$ cat src/rtl/control_sequencer.sv
// control_sequencer: multi-step datapath sequencer with a Moore FSM (IDLE/T1/T2/T3).
// Ports: CLKb/RSTb clock and async active-low reset, Run/DIN instruction request,
// FN/Ain/Gin/Gout ALU control, Rin/Rout one-hot register selects, Extern bus drive,
// Done/Err/Busy status, and Tstep current step.
module control_sequencer #(
  parameter int N = 10
) (
  input  logic         CLKb,
  input  logic         RSTb,
  input  logic         Run,
  input  logic [N-1:0] DIN,
  output logic [3:0]   FN,
  output logic         Ain,
  output logic         Gin,
  output logic         Gout,
  output logic [7:0]   Rin,
  output logic [7:0]   Rout,
  output logic         Extern,
  output logic         Done,
  output logic         Err,
  output logic         Busy,
  output logic [1:0]   Tstep
);

  typedef enum logic [1:0] {
    IDLE = 2'd0,
    T1   = 2'd1,
    T2   = 2'd2,
    T3   = 2'd3
  } state_t;

  state_t       state;
  state_t       state_nx;
  logic [N-1:0] ir;

  logic [3:0] op;
  logic [7:0] rx_oh;
  logic [7:0] ry_oh;
  logic       is_ld;
  logic       is_mov;
  logic       is_bin;
  logic       is_un;
  logic       is_ill;

  assign op    = ir[9:6];
  assign rx_oh = 8'b1 << ir[5:3];
  assign ry_oh = 8'b1 << ir[2:0];

  always_comb begin
    is_ld  = 1'b0;
    is_mov = 1'b0;
    is_bin = 1'b0;
    is_un  = 1'b0;
    is_ill = 1'b0;
    unique case (op)
      4'b0000: is_ld  = 1'b1;
      4'b0001: is_mov = 1'b1;
      4'b0010, 4'b0011, 4'b0110,
      4'b0111, 4'b1000: is_bin = 1'b1;
      4'b0100, 4'b0101, 4'b1001,
      4'b1010, 4'b1011: is_un  = 1'b1;
      default: is_ill = 1'b1;
    endcase
  end

  always_ff @(posedge CLKb or negedge RSTb) begin
    if (!RSTb) begin
      state <= IDLE;
      ir    <= '0;
    end else begin
      state <= state_nx;
      if (state == IDLE && Run) ir <= DIN;
    end
  end

  always_comb begin
    state_nx = IDLE;
    FN       = 4'b0000;
    Ain      = 1'b0;
    Gin      = 1'b0;
    Gout     = 1'b0;
    Rin      = 8'h00;
    Rout     = 8'h00;
    Extern   = 1'b0;
    Done     = 1'b0;
    Err      = 1'b0;
    Busy     = (state != IDLE);
    Tstep    = state;
    if (Busy) FN = op;
    unique case (state)
      IDLE: if (Run) state_nx = T1;
      T1: begin
        unique case (1'b1)
          is_ld: begin
            Extern = 1'b1;
            Rin    = rx_oh;
            Done   = 1'b1;
          end
          is_mov: begin
            Rout = ry_oh;
            Rin  = rx_oh;
            Done = 1'b1;
          end
          is_bin: begin
            Rout     = rx_oh;
            Ain      = 1'b1;
            state_nx = T2;
          end
          is_un: begin
            Rout     = ry_oh;
            Gin      = 1'b1;
            state_nx = T2;
          end
          is_ill: begin
            Done = 1'b1;
            Err  = 1'b1;
          end
          default: ;
        endcase
      end
      T2: begin
        if (is_bin) begin
          Rout     = ry_oh;
          Gin      = 1'b1;
          state_nx = T3;
        end else begin
          Gout = 1'b1;
          Rin  = rx_oh;
          Done = 1'b1;
        end
      end
      T3: begin
        Gout = 1'b1;
        Rin  = rx_oh;
        Done = 1'b1;
      end
      default: ;
    endcase
  end

endmodule

$ cat config.mk
export PLATFORM = sky130hd
export DESIGN_NAME = control_sequencer
export DESIGN_NICKNAME = d
export VERILOG_FILES = /design/src/rtl/control_sequencer.sv
export SDC_FILE = /design/constraint.sdc
export NUM_CORES = 1
export LEC_CHECK = 0
export ABC_AREA = 1
export BUFFER_PORTS_ARGS = -buffer_cell sky130_fd_sc_hd__buf_2
export CAP_MARGIN = 10
export CORE_MARGIN = 5
export CORE_UTILIZATION = 35
export CTS_BUF_LIST = sky130_fd_sc_hd__clkbuf_8
export CTS_CLUSTER_SIZE = 12
export DETAILED_ROUTE_END_ITERATION = 10
export PLACE_DENSITY_LB_ADDON = 0.25
export SLEW_MARGIN = 10
export SYNTH_ARGS = -nofsm -noshare
export SYNTH_HDL_FRONTEND = slang
export SYNTH_SLANG_ARGS = --single-unit
export TNS_END_PERCENT = 1
$ cat constraint.sdc
create_clock -name CLKb -period 1.45 [get_ports CLKb]
set_clock_uncertainty 0.1 [all_clocks]
set_input_delay 0.2175 -clock CLKb [delete_from_list [all_inputs] [get_ports CLKb]]
set_output_delay 0.2175 -clock CLKb [all_outputs]
set_load 0.01 [all_outputs]
[Yosys cells after proc, flatten, opt, wreduce, memory -nomap -nowiden]
Cells that the tools add are included.
Storage, ports and cells
  register bits: 12
  input port bits: 13
  output and inout bits: 29
  logic and storage cells: 56
Operators by class
  equal/unequal tests: 14
  shifts and indexed selects: 2
  multiplexer cells: 27
  reduce and logical (&&, ||, !) cells: 11
Operator list (count)
  8-bit case mux with 2 select lines: 2
  8-bit two-way mux: 3
  8-bit case mux with 3 select lines: 1
  4-bit by 3-bit equality test with 1-bit output, second input constant: 4
  4-bit equality test, second input constant: 4
  1-bit by 3-bit << shifter with 8-bit output, first input constant: 2
  1-bit two-way mux: 14
  12-bit OR reduction: 1
  5-bit OR reduction: 2
  4-bit by 2-bit equality test with 1-bit output, second input constant: 2
  2-bit case mux with 3 select lines: 1
  2-bit OR reduction: 3
  2-bit equality test, second input constant: 2
  4-bit by 1-bit equality test with 1-bit output, second input constant: 1
  4-bit zero test: 1
  2-bit two-way mux: 2
  4-bit two-way mux: 1
  1-bit case mux with 2 select lines: 2
  1-bit case mux with 3 select lines: 1
  3-bit OR reduction: 1
  2-bit by 1-bit equality test with 1-bit output, second input constant: 1
  2-bit zero test: 1
  2-bit nonzero test: 1
  1-bit logical AND: 1

[Logic depth before layout (Yosys ltp)]
  depth in word-level cells: 6
  mapped depth: 9
  gate-level depth less buffers: 8

[Worst setup path before layout]
No wires, ideal clock.
  path kind: register -> output
  start point: register state[1], in the netlist Tstep[1]
  end point: output port Rin[0]
  arrival: 1.384 ns
  path slack: -0.251 ns
  stages on the path, launching flop included: 8
  path through: dfrtp_1 > inv_1 > ha_1 > buf_2 > inv_1 > nor2_1 > o21bai_4 > nor2_2
On the way
  longest elaborated chain between the ends: 2
  elaborated cells on any way between the ends: 4
  those cells by class: eq/ne: 3; mux: 1
Ends and longest elaborated chain
  start: declaration: line 32  | state_t state;
  start signal: assignment: line 71  | state <= state_nx;
  2-bit equality test or 2-bit by 1-bit equality test with 1-bit output (tied branches): line 90  | unique case (state)
  8-bit case mux with 3 select lines *: line 90
  end: declaration: line 16  | output logic [7:0] Rin,
Mark *: on every way between the ends. The rest lies on a longest branch, timed or not.

[Worst setup path after layout]
  start point: register state[1], in the netlist Tstep[1]
  end point: output port Rin[5]
Same word-level chain as after synthesis.

==> results.tsv <==
stage	metric	value	unit
placement	place_hpwl	2.47	mm
drt	drt_wl_total	3.10	mm
synth	async_flop_share	100	%
global_routing	grt_start_max_net_pins	18	
global_routing	grt_pass1_vias	1171	
synth	synthAdderAreaFrac	4.03	%
clock_tree	cts_tree	built	
timing	hold_violations	0	
synth	synth.top_cell.area_share	24.2	%
synth	synthCells	176	
critical_path	critPathKind	flip-flop to output pin	
final_layout	nNetsFinal	257	
timing	slew_viol_final	0	
critical_path	critPathRequiredTime	1.13	ns
critical_path	worst-endpoint-arrival	1.52	ns
floorplanning	die_y	69.6	um
drt	drc_errors	0	
clock_tree	clock-sinks	12	
floorplanning	fp.dieW	69.6	um
global_routing	top_usage_layer	met2	
drt	drt_first_pass_iters	4	
drt	wl_per_cell	10.9	um
timing	setup_tns	-8.14	ns
synth	yosys.area_share.xor_xnor	0	%
clock_tree	htree_levels	1	
timing	rsz0062_at_grt	yes	
synth	synth_compound_area_share	8.86	%
clock_tree	cts_buffers	3	
floorplanning	die_area	4840	sq um
final_layout	utilization	53.6	%
timing	worst_slew_pin_slew	0.307	ns
drt	drt_iter0_drc	95	
synth	synth_top_family_by_area	simple AND/OR/NAND/NOR gates	
global_routing	grt_use_met3	2.32	%
synth	yosysTopAreaCell	dfrtp_1	
placement	dp_cells	278	
floorplanning	start_util	36.7	%
synth	synth_area	1240	sq um
synth	yosysWarnings	0	
synth	synth_area_leaders	dfrtp_1 (24%), nand3_2 (13%), inv_1 (9.1%), nor2_1 (7.9%), a21oi_1 (5.6%)	
drt	final_antenna_net_count	0	
clock_tree	cts_root_buf	clkbuf_8	
timing	finalCriticalPeriod	1.84	ns
global_routing	track_usage	12.8	%
floorplanning	fp.coreArea	3390	sq um
drt	vias	1311	
timing	fmax	544	MHz
synth	synth_cell_type_count	26	
synth	synth_edf_count	0	
floorplanning	placementRows	21	
global_routing	antenna_found_initial	0	
synth	ys.flop_type	dfrtp_1	
critical_path	cp-end-kind	output pin	
floorplanning	io_pins	42	
global_routing	overflow	0	
clock_tree	clk_latency	0.24	ns
synth	ys_seq_elements	12	
clock_tree	clk_pin_slew	0.05	ns
timing	fin_ws	-0.390	ns
synth	synth_common_cells	inv_1 (30), nor2_1 (26), nand2_1 (16), nand3_2 (16), a21oi_1 (14)	
final_layout	stdcell_count	284	
drt	vias_per_cell	4.62	
run	maxCapViolCount	0	
synth	ys_seq_area_share	24.2	%
synth	synth_nets	193	
timing	finalSetupViolations	28	
power_and_ir_drop	ir_drop	931	uV
synth	yosysMostFrequentCell	inv_1	
final_layout	syn_to_final_growth	46.3	%
placement	port_buffers	41	
global_routing	grt_pass1_wl	5.16	mm
worst_hold_path	hold_path_class	primary input to flip-flop	
synth	avgSynthCellArea	7.06	sq um
timing	fin_crit_sh	127	%
global_routing	met1_usage	16.8	%
final_layout	drive_gt1_share	52.1	%
placement	gp_congestion	0.795	
critical_path	start_kind	flip-flop	
critical_path	path_max_fanout	8	
run_status	violations	negative setup slack	
synth	synth.area.mux_share	0	%
global_routing	grt_use_met2	20.7	%
critical_path	r2r_slack	0	ns
power_and_ir_drop	power.leakage	0.973	nW
run_status	status	complete, but fails checks	
synth	yosys.area_share.simple	48.1	%
power_and_ir_drop	powerDensity	1870	nW/um^2
clock_tree	cts_buffer_depth	2	
final_layout	antennaDiodeCount	0	
timing	slew_headroom	79.4	%
==> per-layer routing <==
metal | part of all wire, % | routed length (um)
met3 | 4.5 | 139
met4 | 1.4 | 44
met1 | 47 | 1460
met2 | 47 | 1460
met5 | 0 | 0
==> layout by cell type (no fill, tap or decap) <==
| cell | Yosys | routed |
|---|---|---|
| a21oi_1 | 14 | 14 |
| nand3_2 | 16 | 18 |
| nand2_2 | 2 | 2 |
| nor2_4 | 1 | 4 |
| nand2_4 | 3 | 3 |
| ha_2 | 0 | 1 |
| inv_4 | 0 | 1 |
| a21boi_2 | 1 | 1 |
| nor3_2 | 2 | 4 |
| and2_4 | 0 | 1 |
| o21bai_4 | 1 | 1 |
| nor2_1 | 26 | 24 |
| nand2_8 | 0 | 1 |
| clkbuf_8 | 0 | 3 |
| buf_2 | 2 | 39 |
| nand3_1 | 11 | 9 |
| o21ai_1 | 1 | 1 |
| nor2_2 | 9 | 8 |
| dfrtp_2 | 0 | 3 |
| buf_4 | 2 | 21 |
| ha_1 | 4 | 1 |
| ha_4 | 0 | 2 |
| inv_1 | 30 | 26 |
| dlygate4sd3_1 | 0 | 1 |
| dfrtp_1 | 12 | 9 |
| inv_2 | 2 | 5 |
| nand4_1 | 8 | 8 |
| buf_6 | 1 | 4 |
| buf_12 | 1 | 2 |
| nor3_1 | 7 | 5 |
| nand2_1 | 16 | 15 |
| o21ai_0 | 1 | 1 |
==> metrics by stage <==
stage	hold slack, ns	power [mW]	setup WS [ns]	cell area, sq um
after floorplan	-0.178	2.08	-0.215	1250
after global placement	0.0106	2.79	-0.213	1630
after detailed placement	0.0124	2.79	-0.223	1630
after CTS	0.124	3.33	-0.378	1780
after global routing	0.131	3.69	-0.463	1820
final	0.126	3.39	-0.390	1820
==> what timing repair did <==
item | 4_1_cts | 5_1_grt
pin swaps | 6 | 0
gates resized for setup | 23 | 7
hold buffers | 1 | 0
endpoints found under the setup margin | 31 | 38
buffers inserted | 1 | 1
endpoints found under the hold margin | 12 | 0
==> report_power, final <==
part,total [mW],switching [mW],internal (mW)
combinational,2.40,1.36,1.04
sequential,0.705,0.206,0.498
clock,0.293,0.111,0.182
total,3.39,1.67,1.72
==> layout make-up <==
cell class | instances | area (sq um)
clock buffers | 3 | 41.3
fillers | 339 | 1570
inverters | 32 | 123
multi-input cells | 124 | 845
flip-flops and latches | 12 | 304
well taps | 46 | 57.6
repair buffers | 67 | 448
==> sequential cells by signal, summed over array words and instances, names as in the netlist <==
register and cells:
Tstep 2, ir 10
==> worst paths after layout <==
kind | start | endpoint | cells past startpoint
worst min register to register | ir[6] | ir[6] | 2
min in group asynchronous | RSTb | ir[6] | 2
max in group asynchronous | RSTb | Tstep[0] | 2
worst max-delay path | Tstep[1] | Rin[5] | 8
worst max register to register | Tstep[0] | ir[2] | 7
worst min-delay path | DIN[7] | ir[7] | 3
==> critical path, cell delays in order, from the launching register on <==
cell and delay, ns:
dfrtp_1 0.41, buf_4 0.16, ha_4 0.16, nand3_2 0.08
nand2_4 0.05, o21bai_4 0.12, buf_12 0.14, nor2_2 0.03
buf_2 0.13
==> logic make-up after synthesis <==
logic type / count (synthesis)
and+or+nand+nor: 102
buffers and inverters: 40
AOI/OAI and AO/OA: 18
DFF: 12
adders and majority gates: 4
(Power assumes the default switching activity.)
